File: config.mk
export PLATFORM = sky130hd
export DESIGN_NAME = draw_fb_writer
export DESIGN_NICKNAME = d
export VERILOG_FILES = /design/src/rtl/draw_pkg.sv /design/src/rtl/fb_addr_pipe.sv /design/src/rtl/draw_fb_writer.sv
export SDC_FILE = /design/constraint.sdc
export NUM_CORES = 1
export LEC_CHECK = 0
export ABC_CLOCK_PERIOD_IN_PS = 10000
export CAP_MARGIN = 15
export CORE_AREA = 2 2 117 119
export CTS_CLUSTER_DIAMETER = 60
export DETAILED_ROUTE_END_ITERATION = 7
export DIE_AREA = 0 0 119 121
export GPL_TIMING_DRIVEN = 0
export PLACE_DENSITY = 0.82
export SLEW_MARGIN = 20
export SYNTH_ARGS = -nofsm -noshare
export SYNTH_HDL_FRONTEND = slang
export SYNTH_SLANG_ARGS = --single-unit
File: constraint.sdc
create_clock -name clk -period 10 [get_ports clk]
set_input_delay 2 -clock clk [delete_from_list [all_inputs] [get_ports clk]]
set_output_delay 2 -clock clk [all_outputs]
set_load 0.05 [all_outputs]
File: src/rtl/draw_pkg.sv
// Shared types, default geometry and helpers for the layer draw engine.
package draw_pkg;

  localparam int DEF_FB_WIDTH   = 320;
  localparam int DEF_FB_HEIGHT  = 240;
  localparam int DEF_COLOR_BITS = 9;

  typedef enum logic [1:0] {
    DRAW,
    SWAP_WAIT,
    CLEAR
  } fbw_state_t;

  // Increment a 16-bit event counter by one, holding at full scale.
  function automatic logic [15:0] sat_inc16(input logic [15:0] value, input logic inc);
    return (inc && (value != 16'hFFFF)) ? value + 16'd1 : value;
  endfunction

endpackage

File: src/rtl/fb_addr_pipe.sv
// Two-stage pixel pipeline: stage 1 clips and forms y*FB_WIDTH, stage 2 adds x
// and presents the framebuffer write address, colour and valid.
module fb_addr_pipe
  import draw_pkg::*;
#(
  parameter int FB_WIDTH   = DEF_FB_WIDTH,
  parameter int FB_HEIGHT  = DEF_FB_HEIGHT,
  parameter int COLOR_BITS = DEF_COLOR_BITS,
  parameter int ADDR_W     = 17
) (
  input  logic                  clk,
  input  logic                  reset,
  input  logic                  in_en,
  input  logic [31:0]           in_x,
  input  logic [31:0]           in_y,
  input  logic [COLOR_BITS-1:0] in_color,
  output logic                  clip,
  output logic                  s1_valid,
  output logic                  out_valid,
  output logic [ADDR_W-1:0]     out_addr,
  output logic [COLOR_BITS-1:0] out_color
);

  localparam logic [31:0] WIDTH_32  = 32'(FB_WIDTH);
  localparam logic [31:0] HEIGHT_32 = 32'(FB_HEIGHT);

  logic                  in_range;
  logic [ADDR_W-1:0]     x_q;
  logic [ADDR_W-1:0]     row_q;
  logic [COLOR_BITS-1:0] color_q;

  // Unsigned compare, so wrapped negative coordinates fall outside the frame.
  assign in_range = (in_x < WIDTH_32) && (in_y < HEIGHT_32);
  assign clip     = in_en && !in_range;

  // Stage 1: capture an in-frame pixel and its row base address.
  always_ff @(posedge clk or posedge reset) begin
    if (reset) begin
      s1_valid <= 1'b0;
      x_q      <= '0;
      row_q    <= '0;
      color_q  <= '0;
    end else begin
      // NOTE: state is updated with non-blocking assignments so every flop
      // samples the pre-edge value of its neighbours, independent of order.
      s1_valid <= in_en && in_range;
      if (in_en && in_range) begin
        x_q     <= in_x[ADDR_W-1:0];
        row_q   <= in_y[ADDR_W-1:0] * ADDR_W'(FB_WIDTH);
        color_q <= in_color;
      end
    end
  end

  // Stage 2: final linear address; data only moves when a pixel is present.
  always_ff @(posedge clk or posedge reset) begin
    if (reset) begin
      out_valid <= 1'b0;
      out_addr  <= '0;
      out_color <= '0;
    end else begin
      out_valid <= s1_valid;
      if (s1_valid) begin
        out_addr  <= row_q + x_q;
        out_color <= color_q;
      end
    end
  end

endmodule

File: src/rtl/draw_fb_writer.sv
// Framebuffer writer: clips the draw engine's pixel stream into back-bank
// writes, swaps banks on vertical blank after a request, then clears the new
// back bank.
module draw_fb_writer
  import draw_pkg::*;
#(
  parameter int                    FB_WIDTH    = DEF_FB_WIDTH,
  parameter int                    FB_HEIGHT   = DEF_FB_HEIGHT,
  parameter int                    COLOR_BITS  = DEF_COLOR_BITS,
  parameter int                    ADDR_W      = 17,
  parameter bit                    CLEAR_EN    = 1'b1,
  parameter logic [COLOR_BITS-1:0] CLEAR_COLOR = '0
) (
  input  logic                  clk,
  input  logic                  reset,
  input  logic [31:0]           draw_x,
  input  logic [31:0]           draw_y,
  input  logic [31:0]           draw_color,
  input  logic                  draw_en,
  input  logic                  swap_req,
  input  logic                  vblank,
  output logic                  fb_we,
  output logic                  fb_wbank,
  output logic [ADDR_W-1:0]     fb_waddr,
  output logic [COLOR_BITS-1:0] fb_wdata,
  output logic                  front_sel,
  output logic                  busy,
  output logic [15:0]           clip_count,
  output logic [15:0]           drop_count
);

  localparam logic [ADDR_W-1:0] LAST_ADDR = ADDR_W'(FB_WIDTH * FB_HEIGHT - 1);

  fbw_state_t            state;
  fbw_state_t            state_nxt;
  logic                  vblank_q;
  logic                  vbl_pend;
  logic                  swap_fire;
  logic [ADDR_W-1:0]     clear_addr;
  logic                  pipe_clip;
  logic                  pipe_s1_valid;
  logic                  pipe_we;
  logic [ADDR_W-1:0]     pipe_addr;
  logic [COLOR_BITS-1:0] pipe_color;
  logic                  unused_color_hi;

  assign unused_color_hi = ^draw_color[31:COLOR_BITS];

  fb_addr_pipe #(
    .FB_WIDTH   (FB_WIDTH),
    .FB_HEIGHT  (FB_HEIGHT),
    .COLOR_BITS (COLOR_BITS),
    .ADDR_W     (ADDR_W)
  ) u_pipe (
    .clk       (clk),
    .reset     (reset),
    .in_en     (draw_en && (state == DRAW)),
    .in_x      (draw_x),
    .in_y      (draw_y),
    .in_color  (draw_color[COLOR_BITS-1:0]),
    .clip      (pipe_clip),
    .s1_valid  (pipe_s1_valid),
    .out_valid (pipe_we),
    .out_addr  (pipe_addr),
    .out_color (pipe_color)
  );

  // The swap waits for a latched vblank edge and an empty pipeline, so no
  // in-flight pixel can land in the bank that is about to be displayed.
  assign swap_fire = (state == SWAP_WAIT) && vbl_pend && !pipe_s1_valid && !pipe_we;
  assign fb_wbank  = ~front_sel;

  // FSM state register.
  always_ff @(posedge clk or posedge reset) begin
    if (reset) state <= DRAW;
    else       state <= state_nxt;
  end

  // Next state and the write-port mux between pipeline and clear engine.
  always_comb begin
    // NOTE: every output of this block gets a default first, so no path
    // through the case statement can leave a value held (no latches).
    state_nxt = state;
    busy      = (state != DRAW);
    fb_we     = pipe_we;
    fb_waddr  = pipe_addr;
    fb_wdata  = pipe_color;
    case (state)
      DRAW: begin
        if (swap_req) state_nxt = SWAP_WAIT;
      end
      SWAP_WAIT: begin
        if (swap_fire) state_nxt = CLEAR_EN ? CLEAR : DRAW;
      end
      CLEAR: begin
        fb_we    = 1'b1;
        fb_waddr = clear_addr;
        fb_wdata = CLEAR_COLOR;
        if (clear_addr == LAST_ADDR) state_nxt = DRAW;
      end
      default: state_nxt = DRAW;
    endcase
  end

  // Bank select, vblank edge capture and the pending-swap flag.
  always_ff @(posedge clk or posedge reset) begin
    if (reset) begin
      front_sel <= 1'b0;
      vblank_q  <= 1'b0;
      vbl_pend  <= 1'b0;
    end else begin
      vblank_q <= vblank;
      if (swap_fire) begin
        front_sel <= ~front_sel;
        vbl_pend  <= 1'b0;
      end else if ((state == SWAP_WAIT) && vblank && !vblank_q) begin
        vbl_pend <= 1'b1;
      end
    end
  end

  // Clear address walks the whole visible area once per swap.
  always_ff @(posedge clk or posedge reset) begin
    if (reset) begin
      clear_addr <= '0;
    end else if (swap_fire) begin
      clear_addr <= '0;
    end else if (state == CLEAR) begin
      clear_addr <= clear_addr + 1'b1;
    end
  end

  // Saturating statistics for clipped and dropped pixels.
  always_ff @(posedge clk or posedge reset) begin
    if (reset) begin
      clip_count <= '0;
      drop_count <= '0;
    end else begin
      clip_count <= sat_inc16(clip_count, pipe_clip);
      drop_count <= sat_inc16(drop_count, draw_en && (state != DRAW));
    end
  end

endmodule

==> results.yml, run 1 <==
outcome:
  run_status: "finished clean"
floorplan:
  die_area_sq_um: 14400
  die_x_microns: 119
  floorplan.initialDensity_pct: 47.4
  die_y_microns: 121
  num_io_pins: 163
  fp.coreArea_sq_um: 13100
  rows: 42
timing:
  timing.final.setup_violations: 0
  tightest_slew_ps: 647
  setup_ws_ps: 4970
  clock-skew-final_ps: 12.9
  unrepaired_setup_endpoints_after_global_routing: "false"
  fin_crit_ps: 5030
  maxSlewHeadroom_pct: 56.8
  number_of_max_slew_violations_in_the_final_report: 0
  hold_violations: 0
  period_share_pct: 50.3
  achievable-frequency_ghz: 0.199
  final.setup.tns_ps: 0
logic_synthesis:
  synth_area_per_cell_sq_um: 10.8
  most_used_standard_cell_by_instance_count_after_synthesis: "dfrtp_1"
  synthesis.area_sq_um: 6200
  synth_simple_gate_area_share_pct: 19.0
  synth.yosys.seq_area_share_pct: 48.0
  synthCells: 572
  synth-xor-area-share_pct: 7.90
  yosysWarningCount: 0
  synth-adder-area-share_pct: 6.29
  synth_flop_cell: "dfrtp_1"
  synth_enable_flop_cells: 0
  synth.mux.area_fraction_pct: 10.5
  synth_area_in_compound_gates_pct: 6.21
  ys_seq_elements: 119
  yosys-top-cells-area: "dfrtp_1 (48%), ha_1 (5.6%), mux2_2 (5.6%)"
  netlist.area_leader.share_pct: 48.0
  synth_nets: 703
  synth_largest_area_cell: "dfrtp_1"
  synth_top_family_by_area: "simple AND/OR/NAND/NOR gates"
  cell_types_with_the_highest_counts_after_synthesis: "dfrtp_1 (119), nand2_1 (73), mux2_2 (31)"
  ys_types: 56
  postSynth.asyncResetShare_pct: 100
grt:
  grt_max_degree: 88
  grt.total_usage_pct: 21.3
  grt_antenna_before_repair: 0
  number_of_global_route_vias_before_repair: 5137
  global_route_wire_length_before_repair_microns: 24300
  global_route.overflow_total: 0
final_layout:
  fillCellCount: 971
  finish.net_count: 862
  syn_to_final_growth_pct: 36.3
  drive_above_1_share_pct: 12.2
  antenna_cells: 0
placed_design:
  portBuffers: 139
  place.detailed.hpwl_microns: 10900
  gp_congestion: 0.855
  dpl_worst_slack_ps: 5380
worst_setup_path:
  worst_ep_required_time_ps: 8000
  timing.critical_path.arrival_ps: 3030
  critPathCaptureType: "output pin"
  crit_path_start_kind: "flop"
  path_class: "reg -> out"
  timing.critical_path.fanout_max: 10
pwr:
  power.share.combinational_pct: 24.4
  power.switching_w: 0.000502
  p_sw_share_pct: 32.0
  p_clk_share_pct: 39.8
  intPower_w: 0.00107
  irDropWorstVdd_v: 0.000123
  static-leakage-power_nw: 3.98
  p_per_area_nw_per_um2: 185
  seq_power_share_pct: 35.9
detailed_routing:
  postRouteAntennaNets: 0
  drt_drc_violations_left: 0
  via_per_inst: 5.31
  route.final.wire_length_microns: 14500
  dr.pass1.iters: 5
  wire_per_inst_microns: 15.7
  dr.first_iter.drc_count: 325
  num_vias: 4883
clock_tree:
  clkSinkCount: 119
  postCtsHoldBufs: 0
  cts_setup_buffers: 0
  cts-root-to-sink-buffers: 2
  worst_skew_pair.late_latency_ps: 420
  cts_root_buf: "clkbuf_16"
  path_clk_slew_ps: 50
  cts_repair_resized_insts: 0
  tritoncts.num_buffers: 17
  ctsHtreeMaxLevel: 4
  tritoncts_clock_tree: "built"
flow_run:
  maxCapViolCount: 0
min_path:
  worstHoldPathType: "reg -> reg"
[power groups by stage]
stage	Clock [W]	Combinational, W	Sequential [W]
3_3_place_gp	0	0.000371	0.000568
5_1_grt	0.000656	0.000411	0.000569
3_5_place_dp	0	0.000384	0.000571
6_report	0.000624	0.000382	0.000563
4_1_cts	0.000633	0.000386	0.000562
2_1_floorplan	0	0.000159	0.000647
[area by class of cell]
type / instances / area (sq um) / share of cell area, %
clock buffer: 22 / 464 / 5.49
tap: 176 / 220 / 2.60
sequential: 119 / 2980 / 35.2
clock inverter: 10 / 146 / 1.73
multi-input combinational: 423 / 3090 / 36.5
timing repair buffer: 140 / 1420 / 16.8
inverter: 12 / 50.0 / 0.592
buffer: 18 / 90.1 / 1.06
[logic make-up after synthesis]
group / after synthesis
adders and majority gates: 30
and+or+nand+nor: 227
buffers and inverters: 30
AOI/OAI and AO/OA: 59
muxes: 51
xor gates and xnor gates: 56
DFF: 119
[sequential cells by signal, indices dropped and copies added (netlist names)]
signal            flops
u_pipe.row_q         11
u_pipe.x_q           17
u_pipe.color_q        9
u_pipe.out_color      9
state                 2
clip_count           16
clear_addr           17
front_sel             1
u_pipe.out_addr      17
vbl_pend              1
u_pipe.s1_valid       1
drop_count           16
u_pipe.out_valid      1
vblank_q              1
[metal layers]
metal | vias to the layer above | wire length [microns] | global-route usage [%]
met5 | - | 0 | 0
met2 | 144 | 7320 | 36.9
li1 | 2342 | - | -
met1 | 2368 | 6190 | 25.4
met3 | 29 | 648 | 5.08
met4 | 0 | 303 | 9.00
[worst max-delay path, cell delays in order, from the launching register on]
cell	delay (ps)
dfrtp_1	360
clkbuf_1	200
nor2b_1	230
clkbuf_1	370
buf_1	410
nand2_1	140
nand2_1	110
clkdlybuf4s50_1	800
[cells in the final DEF, fill, tap and decap left out, types with 7 or more instances in the layout]
cell type,instances
clkdlybuf4s50_1,139
dfrtp_1,119
nand2_1,73
mux2_2,31
nor2_1,29
xor2_1,29
ha_1,28
xnor2_1,27
mux2_4,20
nor3_1,18
and2_1,18
nand4_1,17
nor4_1,17
clkbuf_16,17
clkbuf_1,15
o21ai_0,15
a21oi_1,15
nand3_1,14
inv_1,10
and3_1,10
or3_1,7
[final timing paths]
| path | slack, ps | end | cells past startpoint | from |
|---|---|---|---|---|
| max | 4970 | fb_waddr[7] | 7 | state[0]$_DFFE_PP0P_ |
| min reg2reg | 410 | u_pipe.out_valid$_DFF_PP0_ | 0 | u_pipe.s1_valid$_DFF_PP0_ |
| max reg2reg | 7510 | u_pipe.out_addr[14]$_DFFE_PP0P_ | 7 | u_pipe.row_q[6]$_DFFE_PP0P_ |
| min in group asynchronous | 1930 | clip_count[5]$_DFFE_PP0P_ | 2 | reset |
| max in group asynchronous | 7330 | front_sel$_DFFE_PP0P_ | 3 | reset |
| min | 410 | u_pipe.out_valid$_DFF_PP0_ | 0 | u_pipe.s1_valid$_DFF_PP0_ |
[metrics by stage]
step           std cells  hold slack, ps  util (%)  total power [W]  area (sq um)
2_1_floorplan        572             379         -         0.000806          6200
5_1_grt              920             417      64.6          0.00164          8460
3_5_place_dp         888             395      60.0         0.000954          7850
4_1_cts              920             407      64.6          0.00158          8460
3_3_place_gp         887             398      59.7         0.000939          7820
6_report             920             410      64.6          0.00157          8460
No activity file was read; power rests on OpenSTA's default activity.
==> run 2: changes to the inputs <==
--- a/config.mk
+++ b/config.mk
@@ -5,14 +5,14 @@
 export SDC_FILE = /design/constraint.sdc
 export NUM_CORES = 1
 export LEC_CHECK = 0
-export ABC_CLOCK_PERIOD_IN_PS = 10000
+export ABC_CLOCK_PERIOD_IN_PS = 4600
 export CAP_MARGIN = 15
-export CORE_AREA = 2 2 117 119
+export CORE_AREA = 2 2 122 124
 export CTS_CLUSTER_DIAMETER = 60
 export DETAILED_ROUTE_END_ITERATION = 7
-export DIE_AREA = 0 0 119 121
+export DIE_AREA = 0 0 124 126
 export GPL_TIMING_DRIVEN = 0
-export PLACE_DENSITY = 0.82
+export PLACE_DENSITY = 0.8
 export SLEW_MARGIN = 20
 export SYNTH_ARGS = -nofsm -noshare
 export SYNTH_HDL_FRONTEND = slang
==> constraint.sdc (replaced) <==
create_clock -name clk -period 4.6 [get_ports clk]
set_input_delay 0.92 -clock clk [delete_from_list [all_inputs] [get_ports clk]]
set_output_delay 0.92 -clock clk [all_outputs]
set_load 0.05 [all_outputs]
==> run 2 against run 1 <==
Combinational power up 120%. Sequential share of layout area down 0.10 points. Global-route usage down 1.7 points. Non-clock buffer count unchanged. Count of clock-buffer cells in the layout down 4. Largest cell class unchanged. Largest power group unchanged. Highest routed layer unchanged.
==> results.yml, run 2 (synthesis gave the netlist of run 1 again) <==
outcome:
  run_status: "finished clean"
grt:
  global_route_wire_length_before_repair_microns: 24500
  grt.total_usage_pct: 19.6
  grt_max_degree: 88
  grt_busiest_layer: "met2"
  use_met2_pct: 33.2
  grt_use_met1_pct: 25.6
  grt_antenna_before_repair: 0
  number_of_global_route_vias_before_repair: 5127
  global_route.overflow_total: 0
  grt_use_met3_pct: 3.58
timing:
  tightest_slew_ps: 663
  unrepaired_setup_endpoints_after_global_routing: "false"
  maxSlewHeadroom_pct: 55.5
  achievable-frequency_ghz: 0.249
  fin_crit_ps: 4010
  number_of_max_slew_violations_in_the_final_report: 0
  period_share_pct: 87.2
  final.hold.worst_slack_ps: 411
  timing.final.setup_violations: 0
  clock-skew-final_ps: 17.2
  hold_violations: 0
final_layout:
  finish.cell_count_without_fillers: 927
  finish.net_count: 862
  syn_to_final_growth_pct: 36.7
  drive_above_1_share_pct: 12.4
  layout.cells.most_common: "clkdlybuf4s50_1"
  largestRegisters: "clear_addr: 17 flops, u_pipe.out_addr: 17 flops, u_pipe.x_q: 17 flops"
  antenna_cells: 0
  layout.cells.most_common_list: "clkdlybuf4s50_1 (139), dfrtp_1 (119), nand2_1 (73)"
floorplan:
  die_y_microns: 126
  die_x_microns: 124
  floorplan.initialDensity_pct: 43.3
  num_io_pins: 163
  die_area_sq_um: 15600
  fp.coreArea_sq_um: 14300
  rows: 44
worst_setup_path:
  path_class: "reg -> out"
  endpoint_of_the_most_critical_register_to_register_path: "u_pipe.out_addr[14]$_DFFE_PP0P_"
  worst_ep_required_time_ps: 3680
  timing.critical_path.arrival_ps: 3090
  rr_worst_depth: 7
  critPathCaptureType: "output pin"
  timing.critical_path.fanout_max: 10
  setup.reg_to_reg.worst_slack_ps: 2060
  r2r_start: "u_pipe.row_q[6]$_DFFE_PP0P_"
  crit_path_start_kind: "flop"
clock_tree:
  cts_root_buf: "clkbuf_16"
  tritoncts_clock_tree: "built"
  cts-root-to-sink-buffers: 2
  worst_skew_pair.late_latency_ps: 400
  ctsHtreeMaxLevel: 4
  path_clk_slew_ps: 50
  tritoncts.num_buffers: 17
  clkSinkCount: 119
  cts_setup_buffers: 0
  cts_repair_resized_insts: 0
  postCtsHoldBufs: 0
min_path:
  worstHoldPathType: "reg -> reg"
  hp-start: "u_pipe.s1_valid$_DFF_PP0_"
  number_of_cells_on_the_worst_hold_path: 0
  holdPathEnd: "u_pipe.out_valid$_DFF_PP0_"
detailed_routing:
  dr.first_iter.drc_count: 381
  dr.pass1.iters: 5
  postRouteAntennaNets: 0
  via_per_inst: 5.36
  drt_drc_violations_left: 0
  num_vias: 4973
  wire_per_inst_microns: 15.7
  route.final.wire_length_microns: 14600
pwr:
  p_per_area_nw_per_um2: 405
  total_power_w: 0.00344
  static-leakage-power_nw: 3.99
  irDropWorstVdd_v: 0.000249
placed_design:
  gp_congestion: 0.845
  numPlacedInstances: 896
  place.detailed.hpwl_microns: 10700
  portBuffers: 139
flow_run:
  maxCapViolCount: 0
==> run 2: cell count changes in the layout (fill, tap and decap cells not counted), sizes merged <==
cell / before / now
bufinv: 3 / 4
inv: 11 / 13
clkinvlp: 4 / 2
clkbuf: 34 / 30
clkinv: 4 / 6
==> run 2: routing by layer <==
metal  vias to the layer above  share of wire, %
met5                         -                 0
met1                      2439                44
met3                        12               4.4
met4                         0               1.3
met2                       172                50
li1                       2350                 -
==> run 2: metrics by stage <==
step                      setup TNS (ps)  instance area (sq um)  util [%]  setup slack, ps
after global placement           -112700                   7830      54.7             -956
after detailed placement               0                   7860      54.9             1060
after floorplan                        0                   6200         -              523
after global routing                   0                   8480      59.3              352
after CTS                              0                   8480      59.3              576
final                                  0                   8480      59.3              591
==> run 2: worst max-delay path, cell delays in order (launching register included) <==
cell and delay, ps:
dfrtp_1 360, clkbuf_1 200, nor2b_1 240, clkbuf_1 390, buf_1 410, nand2_1 170
nand2_1 120, clkdlybuf4s50_1 810
==> run 2: report_power, final <==
group / switching (W) / internal [W]
Clock: 0.000474 / 0.000911
Sequential: 0.000101 / 0.00113
Combinational: 0.000515 / 0.000312
Total: 0.00109 / 0.00235
==> run 2: worst max-delay path by stage <==
stage / slack [ps] / to / start
2_1_floorplan: 520 / clear_addr[0]$_DFFE_PP0P_ / reset
5_1_grt: 350 / fb_waddr[5] / state[0]$_DFFE_PP0P_
3_3_place_gp: -960 / u_pipe.x_q[2]$_DFFE_PP0P_ / reset
6_report: 590 / fb_waddr[5] / state[0]$_DFFE_PP0P_
4_1_cts: 580 / fb_waddr[5] / state[0]$_DFFE_PP0P_
3_5_place_dp: 1060 / fb_waddr[5] / state[0]$_DFFE_PP0P_
==> run 2: final cells by class <==
type	count	area, sq um
Fill cell	1150	5830
Clock buffer	18	429
Buffer	18	90.1
Sequential cell	119	2980
Inverter	12	50.0
Tap cell	184	230
Multi-Input combinational cell	423	3090
Clock inverter	13	196
Timing Repair Buffer	140	1420
==> run 3: changes to the inputs <==
--- a/config.mk
+++ b/config.mk
@@ -7,12 +7,14 @@
 export LEC_CHECK = 0
 export ABC_CLOCK_PERIOD_IN_PS = 4600
 export CAP_MARGIN = 15
-export CORE_AREA = 2 2 122 124
+export CORE_AREA = 2 2 117 119
 export CTS_CLUSTER_DIAMETER = 60
 export DETAILED_ROUTE_END_ITERATION = 7
-export DIE_AREA = 0 0 124 126
+export DIE_AREA = 0 0 119 121
+export DONT_BUFFER_PORTS = 1
 export GPL_TIMING_DRIVEN = 0
-export PLACE_DENSITY = 0.8
+export PLACE_DENSITY = 0.69
+export RECOVER_POWER = 25
 export SLEW_MARGIN = 20
 export SYNTH_ARGS = -nofsm -noshare
 export SYNTH_HDL_FRONTEND = slang
==> run 3 against run 2 <==
The flow now finishes with violations (capacitance limit, slew limit). Final cell count decreased by 16%. Via count decreased by 12%. Sequential share of layout area increased by 7.2 points. Critical path depth decreased by 1. First-iteration DRC count decreased by 20%. Clock power about the same. Die area decreased by 7.8%. Maximum frequency increased by 15%. Final area decreased by 17%.
==> results.yml, run 3 (synthesis gave the netlist of run 1 again) <==
outcome:
  run_status: "finished, violations left"
  violations: "capacitance limit, slew limit"
grt:
  grt_max_degree: 86
  global_route_wire_length_before_repair_microns: 21200
  number_of_global_route_vias_before_repair: 4420
  global_route.overflow_total: 0
  grt.total_usage_pct: 18.5
  grt_antenna_before_repair: 0
placed_design:
  dpl_cell_area_sq_um: 6460
  gp_congestion: 0.862
  numPlacedInstances: 749
  portBuffers: 0
  place.detailed.hpwl_microns: 9600
detailed_routing:
  dr.first_iter.drc_count: 303
  wl_met1_microns: 5540
  wl_met2_microns: 6480
  wire_per_inst_microns: 16.4
  dr.pass1.iters: 5
  dr_wl_met3_microns: 630
  via_per_inst: 5.62
  num_vias: 4387
  postRouteAntennaNets: 0
  drt_drc_violations_left: 0
  highest-signal-layer: "met4"
  route.final.wire_length_microns: 12800
worst_setup_path:
  worst_ep_required_time_ps: 3680
  critPathCaptureType: "output pin"
  crit_path_start_kind: "flop"
  path_class: "reg -> out"
  timing.critical_path.fanout_max: 10
  timing.critical_path.arrival_ps: 2560
clock_tree:
  tritoncts_clock_tree: "built"
  cts_repair_resized_insts: 0
  cts_root_buf: "clkbuf_16"
  clkSinkCount: 119
  ctsHtreeMaxLevel: 4
  postCtsHoldBufs: 0
  cts_setup_buffers: 0
  worst_skew_pair.late_latency_ps: 400
  cts-root-to-sink-buffers: 2
  path_clk_slew_ps: 50
  tritoncts.num_buffers: 17
pwr:
  irDropWorstVdd_v: 0.000257
  total_power_w: 0.00319
  static-leakage-power_nw: 3.45
  p_per_area_nw_per_um2: 453
timing:
  period_share_pct: 75.6
  achievable-frequency_ghz: 0.287
  hold_violations: 0
  timing.final.setup_violations: 0
  fin_crit_ps: 3480
  unrepaired_setup_endpoints_after_global_routing: "false"
  number_of_max_slew_violations_in_the_final_report: 122
  maxSlewHeadroom_pct: -35.2
  clock-skew-final_ps: 7.20
  tightest_slew_ps: 2030
final_layout:
  layout.cells.most_common_list: "dfrtp_1 (119), nand2_1 (73), mux2_2 (31)"
  layout.cells.most_common: "dfrtp_1"
  final_cell_area_sq_um: 7040
  syn_to_final_growth_pct: 13.5
  finish.net_count: 723
  utilization_of_the_core_after_routing_pct: 53.8
  drive_above_1_share_pct: 15.4
  finish.cell_count_without_fillers: 780
  largestRegisters: "clear_addr: 17 flops, u_pipe.out_addr: 17 flops, u_pipe.x_q: 17 flops"
  antenna_cells: 0
  fillCellCount: 1106
floorplan:
  floorplan.initialDensity_pct: 47.4
  num_io_pins: 163
  die_y_microns: 121
  rows: 42
  die_area_sq_um: 14400
  fp.coreArea_sq_um: 13100
  die_x_microns: 119
flow_run:
  maxCapViolCount: 2
min_path:
  worstHoldPathType: "reg -> reg"
[run 3: cell types whose count changed in the layout (fill, tap and decap cells not counted), sizes merged]
cell           delta
buf               -1
bufinv            -1
inv               +1
clkbuf            +1
clkinvlp          +2
clkdlybuf4s50   -139
clkinv            -2
[run 3: critical path: stages (launching register included)]
cell and delay [ps]:
dfrtp_1 350, clkbuf_1 200, nor2b_1 250, clkbuf_1 400, buf_1 420, nand2_1 140
nand2_1 400
[run 3: layout make-up]
class	count	area [sq um]	share of cell area, %
inverter	12	46.3	0.658
buffer	18	90.1	1.28
clock inverter	13	170	2.42
multi-input combinational	423	3090	43.9
tap	176	220	3.13
clock buffer	18	439	6.24
timing repair buffer	1	5.00	0.0711
sequential	119	2980	42.3
[run 3: layer usage]
metal / vias to the layer above / GRT usage [%]
met4: 0 / 6.99
met3: 16 / 4.04
met5: - / 0
met2: 143 / 31.0
met1: 2151 / 23.4
li1: 2077 / -
[run 3: per-stage QoR]
stage / setup WS, ps / hold slack [ps] / setup TNS, ps
3_3_place_gp: -569 / 394 / -66490
5_1_grt: 574 / 416 / 0
3_5_place_dp: 1550 / 393 / 0
4_1_cts: 1100 / 360 / 0
2_1_floorplan: 523 / 379 / 0
6_report: 1120 / 403 / 0
[run 3: where the power goes]
| part | leakage, nW | internal, W | switching, W |
|---|---|---|---|
| Combinational | 1.53 | 0.000142 | 0.000283 |
| Clock | 0.290 | 0.000870 | 0.000477 |
| Sequential | 1.63 | 0.00112 | 0.000299 |
| Total | 3.45 | 0.00213 | 0.00106 |
[run 3: path summary, 6_finish.rpt]
path	slack, ps	to	depth (start not counted)	startpoint
hold / removal	400	u_pipe.out_valid$_DFF_PP0_	0	u_pipe.s1_valid$_DFF_PP0_
setup reg to reg	2060	clip_count[1]$_DFFE_PP0P_	6	clip_count[0]$_DFFE_PP0P_
min in group asynchronous	750	clip_count[5]$_DFFE_PP0P_	1	reset
max in group asynchronous	1260	u_pipe.x_q[10]$_DFFE_PP0P_	2	reset
setup / recovery	1120	fb_waddr[8]	6	state[0]$_DFFE_PP0P_
hold reg to reg	400	u_pipe.out_valid$_DFF_PP0_	0	u_pipe.s1_valid$_DFF_PP0_
